## src/rtl/arf_param.sv

```systemverilog
// Parametrised address register file: NREG x WIDTH registers, multi-select clear/load/inc/dec,
// two registered write-through read ports, sticky wrap flags. Define ARF_SATURATE_EN to saturate inc/dec.
module arf_param #(
  parameter int              WIDTH   = 8,
  parameter int              NREG    = 4,
  parameter int              SEL_W   = 2,
  parameter logic [WIDTH-1:0] RST_VAL = '0
) (
  input  logic             clk,
  input  logic             rst_n,
  input  logic             en,
  input  logic [1:0]       fun_sel,
  input  logic [NREG-1:0]  r_sel,
  input  logic [WIDTH-1:0] i_data,
  input  logic [SEL_W-1:0] out_a_sel,
  input  logic [SEL_W-1:0] out_b_sel,
  input  logic [NREG-1:0]  flag_clr,
  output logic [WIDTH-1:0] out_a,
  output logic [WIDTH-1:0] out_b,
  output logic [NREG-1:0]  wrap_flag
);

  localparam logic [WIDTH-1:0] ALL_ONES = '1;
  localparam logic [WIDTH-1:0] ONE      = WIDTH'(1);

  logic [WIDTH-1:0] regs_q [NREG];
  logic [WIDTH-1:0] regs_d [NREG];
  logic [WIDTH-1:0] out_a_q, out_a_d;
  logic [WIDTH-1:0] out_b_q, out_b_d;
  logic [NREG-1:0]  wrap_q, wrap_d, wrap_set;

  always_comb begin
    wrap_set = '0;
    for (int k = 0; k < NREG; k++) begin
      regs_d[k] = regs_q[k];
      if (en && r_sel[k]) begin
        unique case (fun_sel)
          2'b00: regs_d[k] = '0;
          2'b01: regs_d[k] = i_data;
          2'b10: begin
            if (regs_q[k] == ALL_ONES) wrap_set[k] = 1'b1;
`ifdef ARF_SATURATE_EN
            regs_d[k] = (regs_q[k] == ALL_ONES) ? ALL_ONES : regs_q[k] + ONE;
`else
            regs_d[k] = regs_q[k] + ONE;
`endif
          end
          2'b11: begin
            if (regs_q[k] == '0) wrap_set[k] = 1'b1;
`ifdef ARF_SATURATE_EN
            regs_d[k] = (regs_q[k] == '0) ? '0 : regs_q[k] - ONE;
`else
            regs_d[k] = regs_q[k] - ONE;
`endif
          end
          default: regs_d[k] = regs_q[k];
        endcase
      end
    end

    // Set beats clear so a wrap on the same edge as its acknowledge is never lost.
    wrap_d = (wrap_q & ~flag_clr) | wrap_set;

    // Read ports see the post-update value; out-of-range selects read as zero.
    out_a_d = '0;
    out_b_d = '0;
    for (int k = 0; k < NREG; k++) begin
      if (out_a_sel == SEL_W'(k)) out_a_d = regs_d[k];
      if (out_b_sel == SEL_W'(k)) out_b_d = regs_d[k];
    end
  end

  always_ff @(posedge clk or negedge rst_n) begin
    if (!rst_n) begin
      for (int k = 0; k < NREG; k++) regs_q[k] <= RST_VAL;
      out_a_q <= RST_VAL;
      out_b_q <= RST_VAL;
      wrap_q  <= '0;
    end else begin
      for (int k = 0; k < NREG; k++) regs_q[k] <= regs_d[k];
      out_a_q <= out_a_d;
      out_b_q <= out_b_d;
      wrap_q  <= wrap_d;
    end
  end

  assign out_a     = out_a_q;
  assign out_b     = out_b_q;
  assign wrap_flag = wrap_q;

endmodule

```

## config.mk

```make
export PLATFORM = sky130hd
export DESIGN_NAME = arf_param
export DESIGN_NICKNAME = d
export VERILOG_FILES = /design/src/rtl/arf_param.sv
export SDC_FILE = /design/constraint.sdc
export NUM_CORES = 1
export LEC_CHECK = 0
export ABC_AREA = 1
export ABC_CLOCK_PERIOD_IN_PS = 1700
export BUFFER_PORTS_ARGS = -buffer_cell sky130_fd_sc_hd__buf_2
export CORE_MARGIN = 1
export CORE_UTILIZATION = 45
export DETAILED_ROUTE_END_ITERATION = 7
export PLACE_DENSITY = 0.61
export SLEW_MARGIN = 20
export SYNTH_ARGS = -nofsm -noshare
export SYNTH_HDL_FRONTEND = slang
export SYNTH_SLANG_ARGS = --single-unit
```

## constraint.sdc

```tcl
create_clock -name clk -period 1.7 [get_ports clk]
set_input_delay 0.085 -clock clk [delete_from_list [all_inputs] [get_ports clk]]
set_output_delay 0.085 -clock clk [all_outputs]
set_load 0.005 [all_outputs]
```

==> out/metrics.yaml, run 1 <==
sta:
  slew_headroom: 0.557
  whs_ns: 0.212
  rsz0062_at_grt: "yes"
  hold_violations: 0
  setup_ws_ns: -0.0121
  finalCriticalPeriod_ns: 1.71
  tightest_slew_ns: 0.661
  max_freq_mhz: 584
  finalMaxSlewViolations: 0
  finClkSkew_ns: 0.0146
  post-route-period-util: 1.01
  setup-tns-final_ns: -0.0121
  setup_violations: 1
finish:
  drive_gt1_frac: 0.350
  num-fill-cells: 845
  syn_to_final_growth_pct: 35.9
  diodes: 0
  fin_nets: 820
  mostFrequentLayoutCell: "nand2_1"
  regArea_um2: 1310
  final_util: 0.634
  multi_input_area_um2: 2900
  final_cell_mix: "nand2_1, inv_1, buf_4"
synth:
  synth_simple_gate_area_frac: 0.428
  syn_area_um2: 4310
  synth_edf_count: 0
  netlist-cell-type-count: 42
  ys_ff_latch: 52
  yosysSeqAreaShare: 0.302
  synth_fp_nets: 687
  synth_compound_area_frac: 0.109
  synthArstFlopShare: 1.00
  yosys.area_share.adder: 0.0407
  synth.area.mux_share: 0
  ys.warnings.count: 0
  synth_top_family_by_area: "simple AND/OR/NAND/NOR gates"
  syn_avg_cell_area_um2: 6.65
  synthFlopType: "dfrtp_1"
  syn_inst: 648
  synthXorXnorAreaFrac: 0.00610
clocking:
  cts_made_buffers: 5
  clkLatencyLatePin_ns: 0.31
  htreeDepth: 2
  cts_root_buf: "clkbuf_8"
  clkTransAtPathRegs_ns: 0.10
  cts.sinks: 52
  cts_tree: "done"
  clk_path_buf_depth: 2
grt:
  grt_antenna_before_repair: 0
  grt_pass1_vias: 4553
  grt_max_degree: 53
  grt_overflow: 0
  grt_pass1_wl_um: 22700
  grt_usage: 0.298
critical_path:
  critPathRequiredTime_ns: 1.88
  crit_type: "reg -> reg"
  worstSetupStartpointType: "flop"
  cp-end-kind: "flop"
  worst_ep_arrival_time_ns: 1.89
  path_max_fanout: 3
power_and_ir_drop:
  fin_total_pwr_uw: 5320
  irDropWorstVdd_v: 0.000462
  p_per_area_nw_per_um2: 908
  power_leakage_uw: 0.00305
drt:
  vias: 4920
  first_pass_iters: 6
  drtIter0Drc: 371
  antenna_left: 0
  via_per_inst: 5.40
  wl_per_cell_um: 16.0
  drt_wl_total_um: 14600
  remaining_drc_errors: 0
floorplan:
  rows: 35
  dieArea_um2: 9970
  io_pins: 45
  core-area_um2: 9240
  start_util: 0.466
  die_w_um: 99.9
  die_h_um: 99.9
placement:
  dp_hpwl_um: 11100
  port_buffers: 44
  place.gp.congestion: 0.928
hold_path:
  min_path_type: "in -> reg"
status:
  outcome: "finished, violations left"
  violations: "negative setup slack"
flow_run:
  maxCapViolations: 0
where the power goes:
group | switching [µW] | internal (µW) | leakage, µW
sequential | 224 | 1470 | 0.000606
combinational | 1550 | 1200 | 0.00239
clock | 440 | 437 | 0.0000541
total | 2210 | 3100 | 0.00305
layer usage:
layer	vias to the layer above	wire length [µm]	share of wire	global-route usage
li1	2381	-	-	-
met5	-	0	0	0
met4	0	433	0.030	0.0724
met3	37	967	0.066	0.0439
met2	191	6740	0.46	0.501
met1	2311	6450	0.44	0.403
synthesized netlist by cell type (2+ instances only):
cell	instances	area [µm²]
o22a_1	3	26.3
nor2_2	6	37.5
a21boi_0	9	67.6
o21ai_0	15	75.1
buf_2	2	10.0
a31oi_2	2	25.0
ha_1	14	175
clkbuf_1	4	15.0
nand3_2	7	70.1
nand2_4	8	90.1
xor2_1	3	26.3
inv_1	99	372
nand3b_1	3	22.5
o21bai_1	5	37.5
a31oi_1	3	18.8
o2111ai_1	4	35.0
nand3_1	95	475
dfrtp_1	52	1300
o21ai_1	4	20.0
nor3_1	3	15.0
nand2_2	13	81.3
nor2_1	40	150
nand2_1	187	702
inv_2	7	26.3
nand4_1	14	87.6
nand3_4	2	35.0
nor4_1	6	37.5
nor3b_1	2	15.0
a21oi_1	20	100
buf_6	4	45.0
cell type report:
cell class,instances,share of cell area
Multi-Input combinational cell,478,0.495
Clock inverter,3,0.00727
Timing Repair Buffer,138,0.167
Clock buffer,5,0.0118
Tap cell,129,0.0276
Inverter,106,0.0680
Sequential cell,52,0.223
kinds of logic (layout without fill, tap and decap cells):
| group | count (synthesis) | in the layout |
|---|---|---|
| adders and majority gates | 14 | 14 |
| xor gates and xnor gates | 3 | 3 |
| and+or+nand+nor | 389 | 389 |
| AOI/OAI and AO/OA | 72 | 72 |
| buffers and inverters | 118 | 252 |
| DFF | 52 | 52 |
per-stage QoR:
stage               std cells  instance area (µm²)  setup slack (ns)
floorplan                 648                 4310             0.122
global placement          888                 5220            -0.127
detailed placement        888                 5220            -0.181
CTS                       905                 5470           -0.0384
global route              911                 5850            -0.101
finish                    911                 5850           -0.0121
path summary, 6_finish.rpt:
path / startpoint / end / slack, ns / cells past startpoint
min: out_b_sel[1] / out_b[2] / 0.21 / 3
min reg2reg: wrap_flag[2] / wrap_flag[2] / 0.53 / 2
max in group asynchronous: rst_n / regs_q[8] / 1.15 / 3
max reg2reg: regs_q[17] / out_a[4] / -0.01 / 11
max: regs_q[17] / out_a[4] / -0.01 / 11
min in group asynchronous: rst_n / regs_q[5] / 0.28 / 3
critical path, cell delays in order (launching register included):
cell and delay [ns]:
dfrtp_2 0.44, xor2_1 0.14, inv_1 0.06, ha_2 0.17
inv_2 0.07, nand2_4 0.06, nand2_2 0.07, nand2_2 0.06
o21ai_2 0.16, nand2_1 0.12, nand3_1 0.08, nand4_1 0.14
state kept, by name (all words and copies together), names as in the netlist:
register / cells
out_a: 8
out_b: 8
wrap_flag: 4
regs_q: 32
timing repair:
action	in CTS	in global routing
hold buffers	5	0
resized for setup	17	80
gates cloned	0	0
pin swaps	8	34
hold endpoints to repair	56	0
setup endpoints to repair	12	22
buffers inserted	4	7
(Power assumes the default switching activity.)
==> inputs of run 2 (changes only) <==
- BUFFER_PORTS_ARGS: -buffer_cell sky130_fd_sc_hd__buf_2 -> unset
- CORE_ASPECT_RATIO: unset -> 1.5
- DONT_BUFFER_PORTS: unset -> 1
- PLACE_DENSITY: 0.61 -> 0.57
==> run 2 against run 1 <==
Effect of this change:
- the flow finishes with violations (negative hold slack, negative setup slack)
- count of clock-buffer cells in the layout is 1 higher
- combinational power is 9.1% lower
- hold slack worse by 0.26 ns
- clock skew is 0.0050 ns lower
- power is 0.11% higher
- critical endpoint is now out_b[2]
==> out/metrics.yaml, run 2 (synthesis gave the netlist of run 1 again) <==
hold_path:
  hold_path_end: "regs_q[7]"
  min_from: "fun_sel[1]"
  min_path_type: "in -> reg"
  hold_depth: 2  # -1
critical_path:
  critPathRequiredTime_ns: 1.92  # +0.04 ns
  worst_ep_arrival_time_ns: 1.94  # +0.05 ns
  r2r_slack_ns: -0.02  # about the same
  crit_type: "reg -> reg"
  path_max_fanout: 4  # +1
  worstSetupStartpointType: "flop"
  r2r_cells: 11  # unchanged
  worstReg2RegStart: "regs_q[9]"
  cp-end-kind: "flop"
  r2r_end: "out_b[2]"
power_and_ir_drop:
  p_clk_frac: 0.209  # +0.044
  p_int_uw: 3110  # +0.18%
  fin_total_pwr_uw: 5320  # +0.11%
  irDropWorstVdd_v: 0.000526  # +14%
  power_leakage_uw: 0.00276  # -9.5%
  p_per_area_nw_per_um2: 982  # +8.1%
  pwr-share-comb: 0.470  # -0.047
  p_switching_uw: 2210  # about the same
  p_seq_frac: 0.322  # +0.004
  p_sw_frac: 0.416  # -0.000450
sta:
  finClkSkew_ns: 0.00955  # -0.00503 ns
  hold_violations: 11  # +11
  finalMaxSlewViolations: 0  # unchanged
  setup_violations: 2  # +1
  rsz0062_at_grt: "yes"
  post-route-period-util: 1.01  # +0.00494
  finalCriticalPeriod_ns: 1.72  # +0.00840 ns
  tightest_slew_ns: 0.696  # +0.0341 ns
  whs_ns: -0.0437  # -0.256 ns
  setup_ws_ns: -0.0205  # -0.00840 ns
  slew_headroom: 0.535  # -0.0228
  setup-tns-final_ns: -0.0308  # -0.0188 ns
  max_freq_mhz: 581  # -0.49%
drt:
  via_per_inst: 5.60  # +3.7%
  drtIter0Drc: 314  # -15%
  wl_per_cell_um: 17.9  # +12%
  antenna_left: 0  # unchanged
  first_pass_iters: 5  # -1
  vias: 4593  # -6.6%
  drt_wl_total_um: 14700  # +0.41%
  remaining_drc_errors: 0  # unchanged
placement:
  place.gp.congestion: 0.947  # +2.0%
  port_buffers: 0  # -100%
  dp.cells: 793  # -11%
  dpl_cell_area_um2: 4690  # -10%
  dp_hpwl_um: 10900  # -1.3%
status:
  violations: "negative hold slack, negative setup slack"
  outcome: "finished, violations left"
grt:
  grt_usage: 0.303  # +0.00515
  grt_max_degree: 53  # unchanged
  grt_antenna_before_repair: 0  # unchanged
  grt_pass1_wl_um: 22000  # -3.1%
  grt_pass1_vias: 4119  # -9.5%
  grt_overflow: 0  # unchanged
flow_run:
  maxCapViolations: 0  # unchanged
clocking:
  htreeDepth: 2  # unchanged
  cts_root_buf: "clkbuf_16"
  clkTransAtPathRegs_ns: 0.08  # -0.02 ns
  clkLatencyLatePin_ns: 0.30  # about the same
  cts_made_buffers: 5  # unchanged
  postCtsHoldBufs: 6  # +1
  clk_path_buf_depth: 2  # unchanged
  cts_tree: "done"
  cts.sinks: 52  # unchanged
finish:
  layout.cells.non_filler: 820  # -10%
  final_util: 0.586  # -0.0477
  final_cell_area_um2: 5420  # -7.4%
  largest_reg_flops: 32  # unchanged
  mostFrequentLayoutCell: "nand2_1"
  fin_nets: 746  # -9.0%
  final_cell_mix: "nand2_1, inv_1, nand3_1"
  top_register: "regs_q"
  diodes: 0  # unchanged
  syn_to_final_growth_pct: 25.8
  drive_gt1_frac: 0.277  # -0.0735
floorplan:
  die_w_um: 81.9  # -18%
  die_h_um: 122  # +22%
  io_pins: 45  # unchanged
  core-area_um2: 9250  # +0.15%
  dieArea_um2: 9980  # about the same
  rows: 43  # +23%
  start_util: 0.466  # -0.000694
[run 2: cell count changes in the layout (fill, tap and decap cells not counted), moves of 4 or more]
cell,previous run,this run
clkbuf_8,5,1
buf_4,85,55
nand2_2,29,24
nand3_1,75,68
nand3_2,25,33
a21oi_1,13,17
buf_2,44,0
clkbuf_16,0,5
nand2_1,168,174
a21oi_2,7,3
[run 2: worst max-delay path: stages, from the launching register on]
cell       delay (ns)
dfrtp_1          0.43
xor2_1           0.18
inv_1            0.07
ha_2             0.16
inv_2            0.04
nand2_4          0.08
inv_4            0.04
nand2_2          0.05
nand3_2          0.10
a31oi_4          0.26
nand2_1          0.12
o2111ai_2        0.11
[run 2: final cells by class]
cell class	count	area, µm²
Clock buffer	6	139
Clock inverter	2	13.8
Fill cell	898	3830
Inverter	106	403
Multi-Input combinational cell	478	2900
Sequential cell	52	1300
Tap cell	112	140
Timing Repair Buffer	64	524
[run 2: per-stage QoR]
step	setup WS (ns)	hold WS, ns
floorplan	0.122	-0.211
global placement	-0.152	-0.209
detailed placement	-0.184	-0.209
CTS	-0.00281	-0.0517
global route	-0.139	-0.0357
finish	-0.0205	-0.0437
[run 2: metal layers]
metal / track usage / vias up / part of all wire
li1: - / 2228 / -
met1: 0.363 / 2163 / 0.39
met2: 0.517 / 164 / 0.51
met3: 0.0337 / 38 / 0.044
met4: 0.163 / 0 / 0.058
met5: 0 / - / 0
[run 2: power groups by stage]
stage                     Combinational, µW  Sequential [µW]  Clock [µW]
after CTS                              2200             1690        1110
after floorplan                        1410             1650           0
after global placement                 2020             1710           0
after global routing                   2760             1730        1160
final                                  2500             1710        1110
after detailed placement               2040             1700           0
[run 2: worst max-delay path by stage]
stage / cells past startpoint / end / from / slack (ns)
2_1_floorplan: 13 / out_a[4] / regs_q[1] / 0.12
3_3_place_gp: 12 / out_a[6] / fun_sel[0] / -0.15
3_5_place_dp: 12 / out_a[6] / fun_sel[0] / -0.18
4_1_cts: 11 / out_a[6] / regs_q[9] / -0.003
5_1_grt: 12 / out_b[4] / regs_q[9] / -0.14
6_report: 11 / out_b[2] / regs_q[9] / -0.02
[run 2: what timing repair did]
item	in CTS	in global routing
buffers inserted	3	10
pin swaps	9	36
endpoints found under the setup margin	9	18
resized for setup	22	75
hold endpoints to repair	64	9
==> inputs of run 3 (changes only) <==
- BUFFER_PORTS_ARGS: unset -> -buffer_cell sky130_fd_sc_hd__buf_2
- DONT_BUFFER_PORTS: 1 -> unset
- PLACE_DENSITY: 0.57 -> 0.66
- SETUP_SLACK_MARGIN: unset -> 0.5
==> run 3 against run 2 <==
Effect of this change:
- the run ends with negative setup slack left
- combinational power increased by 24%
- clock power down 4%
- critical path depth up 3
- wire length up 4.6%
- largest cell class unchanged
==> out/metrics.yaml, run 3 (synthesis gave the netlist of run 1 again) <==
status:
  outcome: "finished, violations left"
  violations: "negative setup slack"
sta:
  max_freq_mhz: 583  # +0.25%
  finalMaxSlewViolations: 0  # unchanged
  tightest_slew_ns: 0.662  # -0.0333 ns
  setup_ws_ns: -0.0162  # +0.00426 ns
  whs_ns: 0.218  # +0.261 ns
  setup-tns-final_ns: -0.0235  # +0.00734 ns
  finClkSkew_ns: 0.00588  # -0.00368 ns
  setup_violations: 2  # unchanged
  post-route-period-util: 1.01  # -0.00251
  rsz0062_at_grt: "yes"
  slew_headroom: 0.557  # +0.0223
  finalCriticalPeriod_ns: 1.72  # -0.00426 ns
  hold_violations: 0  # -11
finish:
  drive_gt1_frac: 0.424  # +0.147
  final_cell_mix: "nand2_1, inv_1, buf_4"
  multi_input_area_um2: 3260  # +13%
  diodes: 0  # unchanged
  largest_reg_flops: 32  # unchanged
  regArea_um2: 1310  # +0.48%
  mostFrequentLayoutCell: "nand2_1"
  num-fill-cells: 782  # -13%
  syn_to_final_growth_pct: 45.3
  final_util: 0.676  # +0.0906
  fin_nets: 814  # +9.1%
  top_register: "regs_q"
grt:
  grt_max_degree: 30  # -43%
  grt_usage: 0.325  # +0.0224
  grt_overflow: 0  # unchanged
  grt_pass1_vias: 4932  # +20%
  grt_pass1_wl_um: 24300  # +10%
  grt_antenna_before_repair: 0  # unchanged
critical_path:
  cp-end-kind: "flop"
  r2r_cells: 14  # +3
  critPathRequiredTime_ns: 1.87  # -0.05 ns
  r2r_end: "out_a[4]"
  worst_ep_arrival_time_ns: 1.88  # -0.06 ns
  r2r_slack_ns: -0.02  # about the same
  worstSetupStartpointType: "flop"
  cp-endpoint: "out_a[4]"
  path_max_fanout: 3  # -1
  worstReg2RegStart: "regs_q[1]"
  crit_start: "regs_q[1]"
  crit_type: "reg -> reg"
power_and_ir_drop:
  irDropWorstVdd_v: 0.000486  # -7.5%
  p_per_area_nw_per_um2: 938  # -4.5%
  fin_total_pwr_uw: 5870  # +10%
  power_leakage_uw: 0.00312  # +13%
floorplan:
  dieArea_um2: 9980  # unchanged
  io_pins: 45  # unchanged
  die_h_um: 122  # unchanged
  core-area_um2: 9250  # unchanged
  die_w_um: 81.9  # unchanged
  rows: 43  # unchanged
  start_util: 0.466  # unchanged
clocking:
  cts_root_buf: "clkbuf_16"
  clkTransAtPathRegs_ns: 0.07  # about the same
  cts.sinks: 52  # unchanged
  cts_made_buffers: 5  # unchanged
  htreeDepth: 2  # unchanged
  cts_tree: "done"
  clk_path_buf_depth: 2  # unchanged
  clkLatencyLatePin_ns: 0.30  # about the same
flow_run:
  maxCapViolations: 0  # unchanged
drt:
  remaining_drc_errors: 0  # unchanged
  wl_per_cell_um: 17.3  # -3.4%
  first_pass_iters: 5  # unchanged
  drtIter0Drc: 342  # +8.9%
  antenna_left: 0  # unchanged
  vias: 4944  # +7.6%
  via_per_inst: 5.57  # -0.60%
  drt_wl_total_um: 15300  # +4.6%
placement:
  dp_hpwl_um: 11300  # +3.4%
  place.gp.congestion: 0.986  # +4.1%
  place_ws_ns: -0.0961  # +0.0876 ns
  port_buffers: 44  # +44
hold_path:
  min_path_type: "in -> reg"
## run 3: cell count changes in the layout (fill, tap and decap cells not counted), moves of 8 or more
cell | previous run | this run
buf_2 | 0 | 44
nand3_1 | 68 | 53
buf_4 | 55 | 69
nand2_1 | 174 | 161
a21oi_1 | 17 | 7
a21oi_2 | 3 | 13
nand3_2 | 33 | 43
nand2_2 | 24 | 32
## run 3: per-layer routing
| layer | wire length (µm) | vias up | part of all wire | track usage |
|---|---|---|---|---|
| met1 | 5850 | 2324 | 0.38 | 0.373 |
| met4 | 1040 | 0 | 0.068 | 0.188 |
| li1 | - | 2378 | - | - |
| met5 | 0 | - | 0 | 0 |
| met2 | 7770 | 180 | 0.51 | 0.573 |
| met3 | 669 | 62 | 0.044 | 0.0292 |
## run 3: worst max-delay path, stage by stage (launching register included)
cell	delay, ns
dfrtp_1	0.42
inv_2	0.07
nand2_4	0.06
nand2_2	0.04
inv_2	0.06
ha_4	0.12
inv_2	0.04
nand2_4	0.07
nand3_4	0.07
o21ai_2	0.13
nand2_1	0.07
nand3_2	0.11
nand3_4	0.10
nand3_2	0.10
nand4_1	0.11
## run 3: what timing repair did
item | CTS | global route
setup endpoints to repair | 48 | 48
gates resized for setup | 96 | 58
buffers inserted | 19 | 8
pin swaps | 46 | 29
hold buffers | 5 | 0
hold endpoints to repair | 27 | 0
## run 3: worst min-delay path by stage
stage | from | to | slack (ns) | cells after the start
4_1_cts | out_a_sel[1] | out_a[2] | 0.17 | 3
3_5_place_dp | rst_n | wrap_flag[1] | 0.13 | 1
6_report | out_a_sel[1] | out_a[2] | 0.22 | 3
2_1_floorplan | rst_n | out_a[0] | -0.21 | 0
5_1_grt | out_a_sel[1] | out_a[2] | 0.23 | 3
3_3_place_gp | rst_n | wrap_flag[1] | 0.12 | 1
## run 3: power by group
group | internal, µW | leakage [µW] | total, µW | switching (µW)
Combinational | 1330 | 0.00244 | 3090 | 1750
Clock | 589 | 0.0000701 | 1070 | 486
Sequential | 1470 | 0.000604 | 1710 | 240
Total | 3390 | 0.00312 | 5870 | 2480
## run 3: area by class of cell
cell class / instances / area share
Inverter: 106 / 0.0660
Multi-Input combinational cell: 478 / 0.521
Timing Repair Buffer: 132 / 0.157
Tap cell: 112 / 0.0224
Clock buffer: 7 / 0.0228
Sequential cell: 52 / 0.209
Clock inverter: 1 / 0.00120
## run 3: metrics by stage
step | instances | cell area (µm²)
finish | 888 | 6260
floorplan | 648 | 4550
global route | 888 | 6260
CTS | 880 | 5970
global placement | 848 | 5270
detailed placement | 848 | 5270
